===== config.mk =====
export PLATFORM = sky130hd
export DESIGN_NAME = bsg_mesh_vc_link
export DESIGN_NICKNAME = d
export VERILOG_FILES = /design/src/rtl/bsg_mesh_vc_link.sv
export SDC_FILE = /design/constraint.sdc
export NUM_CORES = 1
export LEC_CHECK = 0
export ABC_AREA = 1
export ABC_CLOCK_PERIOD_IN_PS = 3080
export BUFFER_PORTS_ARGS = -buffer_cell sky130_fd_sc_hd__buf_2
export CORE_ASPECT_RATIO = 0.8
export CORE_MARGIN = 3
export CORE_UTILIZATION = 30
export CTS_BUF_LIST = sky130_fd_sc_hd__clkbuf_16
export CTS_CLUSTER_DIAMETER = 120
export DETAILED_ROUTE_END_ITERATION = 8
export PLACE_DENSITY = 0.5
export SETUP_SLACK_MARGIN = 0.4
export SLEW_MARGIN = 10
export SYNTH_ARGS = -nofsm -noshare
export SYNTH_HDL_FRONTEND = slang
export SYNTH_SLANG_ARGS = --single-unit
export TNS_END_PERCENT = 1

===== constraint.sdc =====
create_clock -name clk_i -period 3.08 [get_ports clk_i]
set_input_delay 0.308 -clock clk_i [delete_from_list [all_inputs] [get_ports clk_i]]
set_output_delay 0.308 -clock clk_i [all_outputs]
set_load 0.05 [all_outputs]

===== src/rtl/bsg_mesh_vc_link.sv =====
// Unidirectional multi-VC mesh link: round-robin VC arbitration into one registered link stage,
// per-VC credit-protected downstream FIFOs. Define BSG_MESH_VC_LINK_STATS_EN for flit/stall counters.
module bsg_mesh_vc_link #(
  parameter int unsigned width_p      = 16,
  parameter int unsigned vcs_p        = 2,
  parameter int unsigned els_p        = 4,
  parameter int unsigned stat_width_p = 16,
  localparam int unsigned cw_lp       = $clog2(els_p + 1)
) (
  input  logic                     clk_i,
  input  logic                     reset_n_i,
  input  logic [vcs_p-1:0]         v_i,
  input  logic [vcs_p*width_p-1:0] data_i,
  output logic [vcs_p-1:0]         ready_and_o,
  output logic [vcs_p-1:0]         v_o,
  output logic [vcs_p*width_p-1:0] data_o,
  input  logic [vcs_p-1:0]         yumi_i,
  output logic [vcs_p*cw_lp-1:0]   credit_o,
  output logic [stat_width_p-1:0]  xfer_count_o,
  output logic [stat_width_p-1:0]  stall_count_o
);

  localparam int unsigned vcw_lp = (vcs_p > 1) ? $clog2(vcs_p) : 1;
  localparam int unsigned ptr_lp = $clog2(els_p);
  localparam logic [cw_lp-1:0]  els_lp  = cw_lp'(els_p);
  localparam logic [ptr_lp-1:0] last_lp = ptr_lp'(els_p - 1);
  localparam logic [vcw_lp-1:0] rr_rst_lp = vcw_lp'(vcs_p - 1);

  logic [vcs_p-1:0][width_p-1:0] data_in, data_out;
  logic [vcs_p-1:0][cw_lp-1:0]   credit_r, credit_n;
  logic [vcs_p-1:0]              elig, grant;
  logic [vcw_lp-1:0]             grant_vc, rr_ptr_r, idx;
  logic                          xfer;

  logic                          link_v_r;
  logic [vcw_lp-1:0]             link_vc_r;
  logic [width_p-1:0]            link_data_r;

  logic [width_p-1:0]            mem_r [vcs_p][els_p];
  logic [vcs_p-1:0][cw_lp-1:0]   count_r;
  logic [vcs_p-1:0][ptr_lp-1:0]  wptr_r, rptr_r;
  logic [vcs_p-1:0]              fifo_wr, fifo_rd;

  assign data_in     = data_i;
  assign data_o      = data_out;
  assign credit_o    = credit_r;
  assign ready_and_o = grant;

  function automatic logic [ptr_lp-1:0] ptr_inc(input logic [ptr_lp-1:0] p);
    return (p == last_lp) ? '0 : p + 1'b1;
  endfunction

  // Gating with reset keeps ready_and_o low while reset is held, whatever v_i does.
  always_comb begin
    elig = '0;
    for (int c = 0; c < vcs_p; c++) begin
      elig[c] = reset_n_i & v_i[c] & (credit_r[c] != '0);
    end
  end

  always_comb begin
    grant    = '0;
    grant_vc = '0;
    xfer     = 1'b0;
    idx      = '0;
    for (int unsigned i = 1; i <= vcs_p; i++) begin
      idx = vcw_lp'((int'(rr_ptr_r) + i) % vcs_p);
      if (!xfer && elig[idx]) begin
        xfer        = 1'b1;
        grant[idx]  = 1'b1;
        grant_vc    = idx;
      end
    end
  end

  always_comb begin
    credit_n = credit_r;
    fifo_wr  = '0;
    fifo_rd  = '0;
    data_out = '0;
    for (int c = 0; c < vcs_p; c++) begin
      credit_n[c] = credit_r[c] + cw_lp'(yumi_i[c]) - cw_lp'(grant[c]);
      fifo_wr[c]  = link_v_r && (link_vc_r == vcw_lp'(c));
      fifo_rd[c]  = yumi_i[c] && v_o[c];
      data_out[c] = v_o[c] ? mem_r[c][rptr_r[c]] : '0;
    end
  end

  always_comb begin
    v_o = '0;
    for (int c = 0; c < vcs_p; c++) begin
      v_o[c] = (count_r[c] != '0);
    end
  end

  always_ff @(posedge clk_i or negedge reset_n_i) begin
    if (!reset_n_i) begin
      rr_ptr_r    <= rr_rst_lp;
      link_v_r    <= 1'b0;
      link_vc_r   <= '0;
      link_data_r <= '0;
      for (int c = 0; c < vcs_p; c++) begin
        credit_r[c] <= els_lp;
      end
    end else begin
      if (xfer) rr_ptr_r <= grant_vc;
      link_v_r    <= xfer;
      link_vc_r   <= grant_vc;
      link_data_r <= data_in[grant_vc];
      credit_r    <= credit_n;
    end
  end

  always_ff @(posedge clk_i or negedge reset_n_i) begin
    if (!reset_n_i) begin
      count_r <= '0;
      wptr_r  <= '0;
      rptr_r  <= '0;
    end else begin
      for (int c = 0; c < vcs_p; c++) begin
        if (fifo_wr[c]) wptr_r[c] <= ptr_inc(wptr_r[c]);
        if (fifo_rd[c]) rptr_r[c] <= ptr_inc(rptr_r[c]);
        count_r[c] <= count_r[c] + cw_lp'(fifo_wr[c]) - cw_lp'(fifo_rd[c]);
      end
    end
  end

  // Storage needs no reset: the empty flag masks stale entries.
  always_ff @(posedge clk_i) begin
    if (link_v_r) mem_r[link_vc_r][wptr_r[link_vc_r]] <= link_data_r;
  end

`ifdef BSG_MESH_VC_LINK_STATS_EN
  logic [stat_width_p-1:0] xfer_cnt_r, stall_cnt_r;
  logic                    stall_any;

  assign stall_any     = |(v_i & ~elig);
  assign xfer_count_o  = xfer_cnt_r;
  assign stall_count_o = stall_cnt_r;

  always_ff @(posedge clk_i or negedge reset_n_i) begin
    if (!reset_n_i) begin
      xfer_cnt_r  <= '0;
      stall_cnt_r <= '0;
    end else begin
      if (xfer && (xfer_cnt_r != '1))       xfer_cnt_r  <= xfer_cnt_r + 1'b1;
      if (stall_any && (stall_cnt_r != '1)) stall_cnt_r <= stall_cnt_r + 1'b1;
    end
  end
`else
  assign xfer_count_o  = '0;
  assign stall_count_o = '0;
`endif

`ifndef SYNTHESIS
  for (genvar c = 0; c < vcs_p; c++) begin : g_chk
    a_yumi_valid: assert property (@(posedge clk_i) disable iff (!reset_n_i)
      yumi_i[c] |-> v_o[c]);
    a_no_overflow: assert property (@(posedge clk_i) disable iff (!reset_n_i)
      (fifo_wr[c] && !fifo_rd[c]) |-> (count_r[c] != els_lp));
  end
`endif

endmodule

* Yosys cells after proc, flatten, opt, wreduce, memory -nomap -nowiden
Memories as Yosys holds them, arrays and structs flattened.
Cells that the tools add are included.
** Storage, ports and cells
- Memories kept :: 1
- Input bits :: 38
- Memory bits (writable) :: 128
- Output and inout bits :: 74
- Bits in registers :: 39
- Word-level logic and storage cells :: 97
** Memories
- mem_r :: depth 2, width 64, rd ports 2, clocked after Yosys merged registers in 0, write ports 1, line 39 : logic [width_p-1:0] mem_r [vcs_p][els_p];
** Operators by class
- Reduce and logical (&&, ||, !) cells :: 13
- Bitwise gates (word level) :: 9
- $add $sub $neg :: 14
- Multiplexer cells :: 34
- Magnitude comparators :: 10
- Equal/unequal tests :: 4
** Operator list (number)
- $mux W16 :: 9
- $bmux W16 S2 :: 2
- $mux W64 :: 1
- $demux W16 S2 :: 1
- $mux W2 :: 8
- $add A3 B1 Y3 :: 4
- $reduce_bool A3 Y1 :: 4
- $sub A3 B1 Y3 :: 4
- $mux W1 :: 11
- $ge A3 B3 Y1 const B :: 3
- $not A2 Y3 :: 3
- $add A2 B1 Y2 const B :: 4
- $eq A2 B2 Y1 const B :: 4
- $logic_and A1 B1 Y1 :: 8
- $lt A1 B2 Y1 const B :: 4
- $and A1 B1 Y1 :: 4
- $lt A3 B1 Y1 const B :: 1
- $add A1 B1 Y1 const B :: 2
- $demux W1 S1 :: 2
- $ge A1 B1 Y1 const B :: 2
- $or A2 B2 Y2 :: 1
- $logic_not A1 Y1 :: 1
- $not A1 Y1 :: 1

* Logic depth before layout (Yosys ltp)
Gate-level depths: netlist of run 1.
- Depth in word-level cells :: 10
- Mapped depth :: 12
- Depth with buffers taken out :: 11

* Worst setup path after synthesis of run 1
No wires, ideal clock.
- Path type :: reg2reg
- From :: register credit_r, in the netlist credit_o[3]
- To :: register credit_r, in the netlist credit_o[5]
- Path slack :: 289 ps
- Buffers on the path :: 1
- Library setup time :: 77 ps
- Required time :: 3003 ps
- Period minus slack after synthesis :: 2791 ps
- Cell stages (with the launch flop) :: 12
- Arrival :: 2714 ps
- Path through :: dfrtp_1 inv_1 a21oi_4 nand2_4 buf_6 inv_1 ha_1 inv_1 ha_1 fa_1 xnor2_1 xor2_1
** RTL lines
- from (decl) :: line 30 : logic [vcs_p-1:0][cw_lp-1:0] credit_r, credit_n;
- from (signal, indexed assignment) :: line 103 : credit_r[c] <= els_lp;
- from (signal assigned) :: line 110 : credit_r <= credit_n;

==> flow_summary.json, run 1 <==
{
  "rrSetupSlack_ns": 0.58,
  "core_area_um2": 22870,
  "r2r_cells": 11,
  "viasPerCell": 4.217,
  "rows": 49,
  "cp.required_ns": 3.43,
  "grt_overflow": 0,
  "root_buffer": "clkbuf_16",
  "min_period_over_period_pct": 82.08,
  "cp.depth": 13,
  "setup_viol": 0,
  "endpoint": "credit_o[5]",
  "layout_common_cells": "141 x nor2_1, 128 x edfxtp_1, 79 x buf_2, 63 x o21ai_0, 56 x nand2_1",
  "grt_max_degree": 34,
  "drt-pass1-iter-count": 4,
  "syn_to_final_growth_pct": 17.38,
  "cts_buffers": 17,
  "cp_top_family": "buffers and inverters",
  "syn-cell-area_um2": 7084,
  "io_buffers": 79,
  "n_fill_cell": 2280,
  "crit_buf_inv": 5,
  "die-area_um2": 25510,
  "cts_buffer_depth": 2,
  "post-place-ws_ns": 0.5631,
  "reg2reg_from": "credit_o[2]",
  "max_stage_delay_ns": 0.54,
  "cp-startpoint": "reset_n_i",
  "netlist_instances": 615,
  "cts.clk_slew.worst_paths_ns": 0.06,
  "fin_nets": 752,
  "min_period_ns": 2.528,
  "hold_slack_ns": 0.08806,
  "die_h_um": 143.4,
  "hold_path.class": "in2reg",
  "synthDistinctLibCells": 31,
  "grt_usage_pct": 12.18,
  "antenna_found_initial": 0,
  "ios": 112,
  "wl_per_cell_um": 14.45,
  "setup_tns_ns": 0,
  "drtIter0Drc": 210,
  "crit_slowest_cell": "dlygate4sd3_1",
  "rsz0062_at_grt": "true",
  "ir_worst_vdd_v": 0.0005704,
  "start_util_pct": 30.98,
  "seq_area_um2": 4827,
  "arrival_ns": 2.88,
  "worst_pin_slew_ns": 0.8734,
  "fin_area_um2": 8315,
  "clock-sinks": 167,
  "slew_violations": 0,
  "r2r-end": "credit_o[5]",
  "cts_tree": "built",
  "worstPathCellList": "dlygate4sd3_1, buf_2, nand2_1, inv_1, nand3_4, nand2_4, inv_1, ha_1, inv_1, ha_1, fa_1, xnor2_1, xor2_1",
  "powerDensity_nw_per_um2": 1111,
  "via_count": 4289,
  "drive_above_1_share_pct": 19.27,
  "die_width_um": 177.8,
  "ctsHtreeMaxLevel": 4,
  "place_congestion": 0.7101,
  "layout_commonest_cell": "nor2_1",
  "totalWireLength_um": 14700,
  "worstSetupPathType": "in2reg",
  "first_global_vias": 4170,
  "crit_fanout": 19,
  "ys_seq_elements": 167,
  "synth_warnings": 0,
  "utilization_pct": 36.36,
  "avgSynthCellArea_um2": 11.52,
  "cp-start-kind": "primary input",
  "max_freq_mhz": 395.6,
  "clock_latency_ns": 0.42,
  "ant_nets": 0,
  "dp_hpwl_um": 9675,
  "yosysSeqAreaShare_pct": 68.09,
  "crit_top_cell": "inv_1",
  "hold_viol": 0,
  "crit_path_end_kind": "flop",
  "place_area_um2": 7699,
  "status": "complete, no violations",
  "grt_pass1_wl_um": 23520,
  "diodes": 0,
  "skew_ns": 0.007785,
  "multi_input_area_um2": 1878,
  "remaining_drc_errors": 0,
  "fin_ws_ns": 0.5519,
  "slew_headroom_pct": 41.58,
  "leakagePower_uw": 0.003334,
  "maxCapViolCount": 0
}
what timing repair did:
action                     4_1_cts  5_1_grt
setup endpoints to repair        1       17
hold endpoints to repair        36        0
setup buffers                    0        0
hold buffers                     1        0
resized for setup                1        1
cell type report:
| type | count | area share, % |
|---|---|---|
| multi-input cells | 385 | 22.58 |
| clock buffers | 17 | 5.116 |
| repair buffers | 91 | 5.868 |
| flip-flops and latches | 167 | 58.05 |
| clock inverters | 15 | 2.152 |
| well taps | 306 | 4.604 |
| inverters | 36 | 1.625 |
worst min-delay path by stage:
stage,start,to,slack (ns),depth (start not counted)
floorplan,reset_n_i,count_r[0],0.01,0
global placement,reset_n_i,link_data_r[15],0.34,2
detailed placement,reset_n_i,credit_o[4],0.33,2
CTS,data_i[15],link_data_r[15],0.07,3
global route,data_i[3],link_data_r[3],0.08,3
finish,data_i[15],link_data_r[15],0.09,3
metrics by stage:
| stage | cells | total power (uW) |
|---|---|---|
| floorplan | 646 | 6221 |
| global placement | 984 | 7213 |
| detailed placement | 984 | 7230 |
| CTS | 1017 | 9387 |
| global route | 1017 | 9852 |
| finish | 1017 | 9234 |
metal layers:
metal	vias to the layer above	part of all wire (%)	track usage, %
met4	0	0.68	2.850
met5	-	0	0
li1	2182	-	-
met3	9	6.0	3.275
met2	113	44	18.70
met1	1985	49	17.33
Yosys cell counts:
| cell | n | area (um^2) |
|---|---|---|
| edfxtp_1 | 128 | 3844 |
| clkbuf_2 | 3 | 15.01 |
| xnor2_1 | 4 | 35.03 |
| nand3_4 | 1 | 17.52 |
| conb_1 | 1 | 3.750 |
| a21oi_4 | 1 | 16.27 |
| buf_6 | 1 | 11.26 |
| dfstp_2 | 3 | 78.83 |
| inv_2 | 4 | 15.01 |
| clkbuf_1 | 3 | 11.26 |
| nor3_1 | 1 | 5.000 |
| nand2_1 | 56 | 210.2 |
| ha_1 | 12 | 150.1 |
| xor2_1 | 4 | 35.03 |
| o21ai_1 | 8 | 40.04 |
| o21ai_0 | 63 | 315.3 |
| o31ai_1 | 1 | 7.510 |
| buf_4 | 33 | 247.7 |
| nor2_2 | 1 | 6.260 |
| o21bai_1 | 1 | 7.510 |
| dfrtp_1 | 36 | 900.9 |
| nand4_1 | 1 | 6.260 |
| o21a_1 | 1 | 7.510 |
| buf_2 | 18 | 90.09 |
| mux2_2 | 1 | 11.26 |
| a21oi_1 | 32 | 160.2 |
| nor2_1 | 141 | 529.3 |
| nand2_4 | 1 | 11.26 |
| nand3_1 | 19 | 95.09 |
| fa_1 | 4 | 80.08 |
| inv_1 | 32 | 120.1 |
where the power goes:
group          total [uW]  switching [uW]  internal, uW
clock                2140             861          1280
combinational        3900            2970           924
sequential           3200             297          2900
state kept, by name (all words and copies together), names as in the netlist:
signal and cells:
mem_r 128, link_data_r 16, count_r 6, credit_o 6
rptr_r 4, wptr_r 4, link_v_r 1, link_vc_r 1
rr_ptr_r 1
cell families (layout without fill, tap and decap cells):
| group | after synthesis | count (layout) | share of synthesized area, % |
|---|---|---|---|
| adder cells (fa/ha/maj) | 16 | 16 | 3.250 |
| XOR/XNOR | 8 | 8 | 0.9889 |
| multiplexers | 1 | 1 | 0.1589 |
| buffers and inverters | 94 | 159 | 7.206 |
| flip-flops | 167 | 167 | 68.09 |
| other | 1 | 32 | 0.05293 |
| AO/OA/AOI/OAI | 107 | 107 | 7.824 |
| AND/OR/NAND/NOR | 221 | 221 | 12.43 |
worst min-delay path, cell delays in order:
cell and delay [ns]:
buf_2 0.08, nand2_1 0.04, nand2_1 0.05
Note: power is estimated with default switching activity, not from simulation.
==> inputs of run 2 (changes only) <==
--- a/config.mk
+++ b/config.mk
@@ -6,7 +6,7 @@
 export NUM_CORES = 1
 export LEC_CHECK = 0
 export ABC_AREA = 1
-export ABC_CLOCK_PERIOD_IN_PS = 3080
+export ABC_CLOCK_PERIOD_IN_PS = 2390
 export BUFFER_PORTS_ARGS = -buffer_cell sky130_fd_sc_hd__buf_2
 export CORE_ASPECT_RATIO = 0.8
 export CORE_MARGIN = 3
==> constraint.sdc (replaced) <==
create_clock -name clk_i -period 2.39 [get_ports clk_i]
set_input_delay 0.239 -clock clk_i [delete_from_list [all_inputs] [get_ports clk_i]]
set_output_delay 0.239 -clock clk_i [all_outputs]
set_load 0.05 [all_outputs]
==> flow_summary.json, run 2 (synthesized netlist as in run 1, its figures left out) <==
{
  "status": "complete, no violations",
  "ios": 112,
  "cts_buffer_depth": 2,
  "viasPerCell": 4.255,
  "grt_pass1_wl_um": 23830,
  "grt_max_degree": 37,
  "powerDensity_nw_per_um2": 1416,
  "diodes": 0,
  "layout_common_cells": "138 x nor2_1, 128 x edfxtp_1, 63 x o21ai_0, 62 x buf_2, 52 x nand2_1",
  "remaining_drc_errors": 0,
  "antenna_found_initial": 0,
  "cp-start-kind": "flop",
  "crit_path_end_kind": "flop",
  "totalWireLength_um": 14980,
  "worst_pin_slew_ns": 0.6607,
  "cp.required_ns": 2.73,
  "skew_ns": 0.008165,
  "cts_tree": "built",
  "cts_buffers": 17,
  "syn_to_final_growth_pct": 20.89,
  "clock_latency_ns": 0.42,
  "die_h_um": 143.4,
  "hold_path.class": "in2reg",
  "hold_viol": 0,
  "min_period_over_period_pct": 88.82,
  "clock-sinks": 167,
  "ir_worst_vdd_v": 0.0008103,
  "die_width_um": 177.8,
  "utilization_pct": 37.45,
  "arrival_ns": 2.46,
  "io_buffers": 79,
  "min_period_ns": 2.123,
  "leakagePower_uw": 0.003445,
  "rows": 49,
  "rrSetupSlack_ns": 0.27,
  "setup_tns_ns": 0,
  "die-area_um2": 25510,
  "core_area_um2": 22870,
  "crit_fanout": 2,
  "setup_viol": 0,
  "rsz0062_at_grt": "true",
  "slew_violations": 0,
  "ant_nets": 0,
  "largest_reg_flops": 128,
  "wl_per_cell_um": 14.46,
  "root_buffer": "clkbuf_16",
  "maxCapViolCount": 0,
  "drive_above_1_share_pct": 22.88,
  "grt_overflow": 0,
  "ctsHtreeMaxLevel": 4,
  "dp_hpwl_um": 10150,
  "fin_nets": 771,
  "first_global_vias": 4228,
  "max_freq_mhz": 471.1,
  "worstSetupPathType": "reg2reg",
  "place_congestion": 0.7165,
  "drt-pass1-iter-count": 4,
  "slew_headroom_pct": 55.90,
  "drtIter0Drc": 239,
  "via_count": 4408,
  "cts.clk_slew.worst_paths_ns": 0.06,
  "layout_commonest_cell": "nor2_1",
  "grt_usage_pct": 12.31,
  "start_util_pct": 30.98
}
-- run 2: area by class of cell --
| type | count | area, um^2 |
|---|---|---|
| clock buffers | 17 | 425.4 |
| clock inverters | 15 | 98.84 |
| fillers | 2227 | 14300 |
| inverters | 36 | 155.1 |
| multi-input cells | 385 | 1947 |
| flip-flops and latches | 167 | 4826 |
| well taps | 306 | 382.9 |
| repair buffers | 110 | 729.5 |
-- run 2: worst paths after layout --
check / end / depth (start not counted) / from
max: credit_o[2] / 11 / credit_o[5]
min: link_data_r[0] / 3 / data_i[0]
max reg2reg: credit_o[2] / 11 / credit_o[5]
min reg2reg: count_r[5] / 1 / count_r[4]
max in group asynchronous: rptr_r[2] / 3 / reset_n_i
min in group asynchronous: credit_o[0] / 2 / reset_n_i
-- run 2: power breakdown --
part,switching (uW),internal [uW],total (uW)
Clock,1030,1400,2420
Sequential,342,3740,4080
Combinational,4000,1620,5620
Total,5380,6750,12100
-- run 2: repair_timing --
action	CTS	global route
setup endpoints to repair	37	40
hold buffers	4	0
pin swaps	4	5
endpoints found under the hold margin	5	0
buffers inserted	3	3
gates resized for setup	16	37
gates cloned	0	0
-- run 2: critical path, stage by stage, from the launching register on --
cell      delay (ns)
dfstp_2         0.53
nor2_2          0.05
nand2_1         0.07
nand3_2         0.07
o21bai_1        0.13
inv_1           0.07
ha_1            0.27
inv_1           0.04
ha_2            0.16
fa_2            0.35
xnor2_2         0.14
xor2_1          0.16
-- run 2: per-layer routing --
| metal | wire, um | up-vias | global-route usage [%] |
|---|---|---|---|
| met5 | 0 | - | 0 |
| met4 | 108 | 0 | 3.263 |
| met3 | 1081 | 10 | 3.619 |
| met2 | 6461 | 143 | 18.19 |
| met1 | 7326 | 2038 | 17.74 |
| li1 | - | 2217 | - |
-- run 2: stage by stage --
step / instance area, um^2 / hold WS (ns) / total power, uW / cells / setup slack, ns
floorplan: 7202 / -0.05659 / 8017 / 646 / -0.3741
global placement: 7767 / 0.07243 / 9368 / 994 / 0.2010
detailed placement: 7767 / 0.07568 / 9399 / 994 / 0.1427
CTS: 8417 / 0.0006671 / 12020 / 1033 / 0.1975
global route: 8564 / 0.005814 / 12910 / 1036 / 0.1700
finish: 8564 / 0.02250 / 12130 / 1036 / 0.2672
